==> src/rtl/sccb_init_sequencer_pkg.sv <==
// Shared types and constants for the SCCB camera register init sequencer.
package sccb_init_sequencer_pkg;

  localparam int unsigned ENTRY_W = 16;
  localparam int unsigned IDX_W   = 8;
  localparam int unsigned BYTE_W  = 8;
  localparam int unsigned CNT_W   = 32;

  localparam logic [BYTE_W-1:0] END_MARK   = 8'hFF;
  localparam logic [BYTE_W-1:0] DELAY_MARK = 8'hFE;
  localparam logic [IDX_W-1:0]  LAST_IDX   = 8'hFF;

  typedef enum logic [2:0] {
    S_IDLE,
    S_PWRUP,
    S_FETCH,
    S_ISSUE,
    S_WAIT,
    S_DELAY,
    S_DONE,
    S_ERROR
  } state_e;

  typedef struct packed {
    logic [BYTE_W-1:0] addr;
    logic [BYTE_W-1:0] data;
  } entry_t;

endpackage

==> src/rtl/sccb_init_rom.sv <==
// Camera bring-up register table: {sub-address, data} per index, read combinationally.
module sccb_init_rom
  import sccb_init_sequencer_pkg::*;
(
  input  logic [IDX_W-1:0]   index,
  output logic [ENTRY_W-1:0] entry
);

  // Soft reset, clock prescaler, settle delay, scaling; unused slots read as end marker.
  always_comb begin
    entry = {END_MARK, 8'h00};
    case (index)
      8'd0:    entry = {8'h12, 8'h80};
      8'd1:    entry = {8'h11, 8'h01};
      8'd2:    entry = {DELAY_MARK, 8'h02};
      8'd3:    entry = {8'h6B, 8'h0A};
      default: entry = {END_MARK, 8'h00};
    endcase
  end

endmodule

==> src/rtl/sccb_init_sequencer.sv <==
// Walks the init ROM after power-up, issuing SCCB writes with NACK retry and table delays.
module sccb_init_sequencer
  import sccb_init_sequencer_pkg::*;
#(
  parameter logic [7:0]  DEV_ID       = 8'h42,
  parameter int unsigned PWRUP_CYCLES = 1000,
  parameter int unsigned DELAY_UNIT   = 50000,
  parameter int unsigned MAX_RETRY    = 3
) (
  input  logic              PCLK,
  input  logic              PRESETN,
  input  logic              start,
  output logic              sccb_req,
  output logic [BYTE_W-1:0] sccb_id,
  output logic [BYTE_W-1:0] sccb_addr,
  output logic [BYTE_W-1:0] sccb_data,
  input  logic              sccb_done,
  input  logic              sccb_nack,
  output logic              busy,
  output logic              cfg_done,
  output logic              cfg_err,
  output logic [IDX_W-1:0]  err_index
);

  localparam logic [BYTE_W-1:0] RETRY_LIMIT = BYTE_W'(MAX_RETRY);
  localparam logic [CNT_W-1:0]  PWRUP_LOAD  = CNT_W'(PWRUP_CYCLES - 1);

  state_e             state_q, state_d;
  logic               start_q;
  logic [IDX_W-1:0]   idx_q, idx_d;
  logic [BYTE_W-1:0]  retry_q, retry_d;
  logic [CNT_W-1:0]   cnt_q, cnt_d;
  logic               req_q, req_d;
  logic [BYTE_W-1:0]  addr_q, addr_d;
  logic [BYTE_W-1:0]  data_q, data_d;
  logic               busy_q, busy_d;
  logic               done_q, done_d;
  logic               err_q, err_d;
  logic [IDX_W-1:0]   err_idx_q, err_idx_d;

  logic [ENTRY_W-1:0] rom_entry;
  entry_t             entry;
  logic               start_rise;

  sccb_init_rom u_rom (
    .index (idx_q),
    .entry (rom_entry)
  );

  assign entry      = entry_t'(rom_entry);
  assign start_rise = start & ~start_q;

  always_ff @(posedge PCLK or negedge PRESETN) begin
    if (!PRESETN) begin
      state_q   <= S_IDLE;
      start_q   <= 1'b1;
      idx_q     <= '0;
      retry_q   <= '0;
      cnt_q     <= '0;
      req_q     <= 1'b0;
      addr_q    <= '0;
      data_q    <= '0;
      busy_q    <= 1'b0;
      done_q    <= 1'b0;
      err_q     <= 1'b0;
      err_idx_q <= '0;
    end else begin
      state_q   <= state_d;
      start_q   <= start;
      idx_q     <= idx_d;
      retry_q   <= retry_d;
      cnt_q     <= cnt_d;
      req_q     <= req_d;
      addr_q    <= addr_d;
      data_q    <= data_d;
      busy_q    <= busy_d;
      done_q    <= done_d;
      err_q     <= err_d;
      err_idx_q <= err_idx_d;
    end
  end

  // One down-counter serves both the power-up wait and table delays.
  always_comb begin
    state_d   = state_q;
    idx_d     = idx_q;
    retry_d   = retry_q;
    cnt_d     = cnt_q;
    req_d     = req_q;
    addr_d    = addr_q;
    data_d    = data_q;
    err_idx_d = err_idx_q;

    case (state_q)
      S_IDLE, S_DONE, S_ERROR: begin
        if (start_rise) begin
          state_d   = S_PWRUP;
          idx_d     = '0;
          retry_d   = '0;
          cnt_d     = PWRUP_LOAD;
          err_idx_d = '0;
        end
      end
      S_PWRUP: begin
        if (cnt_q == '0) begin
          state_d = S_FETCH;
        end else begin
          cnt_d = cnt_q - CNT_W'(1);
        end
      end
      S_FETCH: begin
        if (entry.addr == END_MARK || idx_q == LAST_IDX) begin
          state_d = S_DONE;
        end else if (entry.addr == DELAY_MARK) begin
          if (entry.data == '0) begin
            idx_d = idx_q + IDX_W'(1);
          end else begin
            cnt_d   = CNT_W'(entry.data) * CNT_W'(DELAY_UNIT) - CNT_W'(1);
            state_d = S_DELAY;
          end
        end else begin
          addr_d  = entry.addr;
          data_d  = entry.data;
          state_d = S_ISSUE;
        end
      end
      S_ISSUE: begin
        req_d   = 1'b1;
        state_d = S_WAIT;
      end
      S_WAIT: begin
        if (sccb_done) begin
          req_d = 1'b0;
          if (!sccb_nack) begin
            idx_d   = idx_q + IDX_W'(1);
            retry_d = '0;
            state_d = S_FETCH;
          end else if (retry_q < RETRY_LIMIT) begin
            retry_d = retry_q + BYTE_W'(1);
            state_d = S_ISSUE;
          end else begin
            err_idx_d = idx_q;
            state_d   = S_ERROR;
          end
        end
      end
      S_DELAY: begin
        if (cnt_q == '0) begin
          idx_d   = idx_q + IDX_W'(1);
          state_d = S_FETCH;
        end else begin
          cnt_d = cnt_q - CNT_W'(1);
        end
      end
      default: state_d = S_IDLE;
    endcase

    busy_d = !(state_d == S_IDLE || state_d == S_DONE || state_d == S_ERROR);
    done_d = (state_d == S_DONE);
    err_d  = (state_d == S_ERROR);
  end

  assign sccb_id   = DEV_ID;
  assign sccb_req  = req_q;
  assign sccb_addr = addr_q;
  assign sccb_data = data_q;
  assign busy      = busy_q;
  assign cfg_done  = done_q;
  assign cfg_err   = err_q;
  assign err_index = err_idx_q;

endmodule

==> config.mk <==
export PLATFORM = sky130hd
export DESIGN_NAME = sccb_init_sequencer
export DESIGN_NICKNAME = d
export VERILOG_FILES = /design/src/rtl/sccb_init_sequencer_pkg.sv /design/src/rtl/sccb_init_rom.sv /design/src/rtl/sccb_init_sequencer.sv
export SDC_FILE = /design/constraint.sdc
export NUM_CORES = 1
export LEC_CHECK = 0
export ABC_AREA = 1
export BUFFER_PORTS_ARGS = -buffer_cell sky130_fd_sc_hd__buf_2
export CORE_MARGIN = 2
export CORE_UTILIZATION = 45
export CTS_CLUSTER_SIZE = 12
export DETAILED_ROUTE_END_ITERATION = 10
export RECOVER_POWER = 25
export SYNTH_ARGS = -nofsm -noshare
export SYNTH_HDL_FRONTEND = slang
export SYNTH_SLANG_ARGS = --single-unit
==> constraint.sdc <==
create_clock -name PCLK -period 3.73 [get_ports PCLK]
set_input_delay 0.5595 -clock PCLK [delete_from_list [all_inputs] [get_ports PCLK]]
set_output_delay 0.5595 -clock PCLK [all_outputs]
set_load 0.01 [all_outputs]
==> results.ini <==
[status]
status = complete, but fails checks
violations = DRC, capacitance limit, slew limit

[critical_path]
crit_path_max_fanout = 6
r2r_slack_ns = 0.30
cp-endpoint = cnt_q[22]
arrival_ns = 3.70
critical_path_buf_inv_count = 1
worstRegToRegCells = 19
crit_family = adder cells
crit_chain = ha_2 > nand2_2 > nor2_4 > nor2_1 > ha_1 > ha_1 > ha_1 > ha_1 > a21oi_2 > o21ai_0 > o21ai_0 > inv_1 > nor2_1 > nand3_2 > nor2_4 > nand3_1 > nand2_1 > nand3_1 > a21oi_2
endpoint_kind = register
cpPeakStageDelay_ns = 0.41
required_ns = 4.00
reg2reg_to = cnt_q[22]
slowest_stage = dfrtp_1
r2r_start = idx_q[1]
critPathMostFrequentCell = ha_1
worstSetupPathType = register to register
startpoint_type = register
crit_cells = 19
cp-startpoint = idx_q[1]

[finish]
mostFrequentLayoutCell = nand2_1
layout_common_cells = nand2_1 (123), inv_1 (100), nor2_1 (91)
seqCellArea_sq_um = 1830
drive_above_1_share_pct = 16.6
nets = 806
synthToLayoutAreaGrowth_pct = 12.0
diodes = 0
fill_cells = 1111
multi_input_area_sq_um = 3000
fin_area_sq_um = 6010

[floorplanning]
coreArea_sq_um = 11500
initial_utilization_pct = 46.6
fp.dieH_um = 113
ios = 41
die_x_um = 113
num_rows = 39
dieArea_sq_um = 12800

[cts]
tritoncts = built
cts_root_buffer = clkbuf_16
clk_transition_reported_paths_ns = 0.06
cts-hold-fix-buffers = 0
h-tree-depth = 3
cts_buffers = 9
cts.sinks = 73
clockBufferDepth = 2
clk_latency_ns = 0.35

[synth]
yosysWarnings = 0
ys_seq_area_share_pct = 34.0
ys_dominant_reg_cell = dfrtp_1
synth-edff-count = 0
synth.cell_area_sq_um = 5370
yosysUniqueCellTypes = 49
synth-seq-cells = 73
synthCells = 742
synth-async-reset-ratio_pct = 100
syn_avg_cell_area_sq_um = 7.24

[routing]
via_count = 4787
drc = 3
firstDrtPassIters = 8
routed_wl_um = 12500
drtIter0Drc = 253
ant_nets = 0
wl_per_cell_um = 13.5
viasPerCell = 5.18

[timing]
fin_crit_sh_pct = 91.9
layout_setup_ws_ns = 0.303
slew_violations = 74
clock.fmax_mhz = 292
worst_slew_pin_slew_ns = 1.85
period_minus_slack_ns = 3.43
setup_viol = 0
skew_ns = 0.00827
hold_viol_final = 0
hold_ws_ns = 0.318
slew-limit-headroom_pct = -23.2

[grt]
overflow = 0
antenna_found_initial = 0
grtUsageTotal_pct = 20.4
grt_pass1_vias = 4636
grt_max_degree = 74
grt_first_pass_wirelength_um = 21200

[power]
switching_power_uw = 2930
leakagePower_uw = 0.00295
combPwrFrac_pct = 60.2
p_per_area_nw_per_um2 = 978
switching_share_pct = 49.9
clkPwrFrac_pct = 17.1
ir_worst_vdd_v = 0.000529
seqPwrFrac_pct = 22.7
intPower_uw = 2950

[placed_design]
pre_cts_ws_ns = 0.0956
io_buffer_count = 28
placed_area_sq_um = 5610
gp_congestion = 0.896
post-dp-hpwl_um = 9250

[flow_run]
maxCapViolCount = 1

[hold_path]
min_path_type = primary input to register
holdPathStages = 1

-- logic make-up (layout without fill, tap and decap cells) --
kind of cell / count (synthesis) / in the layout / synth area share, %
other: 2 / 12 / 0.140
buffers and inverters: 138 / 168 / 11.0
xor gates and xnor gates: 4 / 4 / 0.653
adders and majority gates: 24 / 24 / 5.59
muxes: 1 / 1 / 0.186
AOI/OAI and AO/OA: 132 / 132 / 14.2
DFF: 73 / 73 / 34.0
and+or+nand+nor: 368 / 368 / 34.3
-- what timing repair did --
item	4_1_cts	5_1_grt
endpoints found under the setup margin	0	8
resized for setup	0	6
buffers inserted	0	6
-- worst register-to-register path: cells and delay by family (launching register included) --
family	cells	cell delay, ns
buf+inv	1	0.09
flops	1	0.41
simple gates	9	1.00
compound gates	4	0.51
fa+ha+maj	5	1.34
-- how the worst min path moves through the flow --
stage,startpoint,endpoint,slack [ns]
floorplan,PRESETN,busy,0.26
global placement,sccb_addr[1],sccb_addr[1],0.46
detailed placement,sccb_addr[4],sccb_addr[4],0.47
CTS,start,start_q,0.31
global route,start,start_q,0.30
finish,start,start_q,0.32
-- routing by layer --
| metal | vias to the layer above | track usage [%] | share of wire [%] |
|---|---|---|---|
| met1 | 2205 | 26.8 | 48 |
| li1 | 2480 | - | - |
| met3 | 14 | 4.66 | 3.9 |
| met4 | 0 | 6.75 | 1.5 |
| met5 | - | 0 | 0 |
| met2 | 88 | 33.5 | 46 |
-- state kept, by name, summed over array words and instances (netlist names), 3 cells and up --
| signal | cells |
|---|---|
| idx_q | 8 |
| cnt_q | 32 |
| state_q | 3 |
| retry_q | 8 |
| sccb_data | 4 |
| sccb_addr | 5 |
| err_index | 8 |
-- power by group through the flow --
stage	clock, uW	combinational (uW)	sequential, uW
5_1_grt	1060	4020	1380
4_1_cts	1030	3500	1330
2_1_floorplan	0	2700	1320
3_3_place_gp	0	3400	1330
6_report	1010	3540	1330
3_5_place_dp	0	3480	1340
-- cell usage after synthesis (6+ instances only) --
cell / count / area [sq um]
a21oi_1: 37 / 185
buf_2: 8 / 40.0
buf_4: 16 / 120
dfrtp_1: 72 / 1800
ha_1: 24 / 300
inv_1: 102 / 383
inv_2: 7 / 26.3
nand2_1: 124 / 465
nand2_2: 12 / 75.1
nand2_4: 6 / 67.6
nand3_1: 64 / 320
nand3_2: 9 / 90.1
nand4_1: 9 / 56.3
nor2_1: 92 / 345
nor2_2: 9 / 56.3
nor2_4: 11 / 124
nor3_1: 16 / 80.1
o21a_1: 6 / 45.0
o21ai_0: 48 / 240
o21ai_1: 12 / 60.1
-- cell type report --
type / count / share of cell area (%)
multi-input combinational: 541 / 49.9
clock inverter: 6 / 1.92
inverter: 110 / 6.87
clock buffer: 10 / 3.81
tap: 143 / 2.98
timing repair buffer: 42 / 4.08
sequential: 73 / 30.4
-- metrics by stage --
stage / TNS [ns] / power (uW) / util [%] / instances
CTS: 0 / 5860 / 51.7 / 919
global placement: 0 / 4740 / 48.7 / 903
detailed placement: 0 / 4820 / 48.7 / 903
global route: -0.0423 / 6460 / 52.2 / 925
floorplan: 0 / 4010 / - / 752
finish: 0 / 5880 / 52.2 / 925
Power figures use the tool's default switching activity.
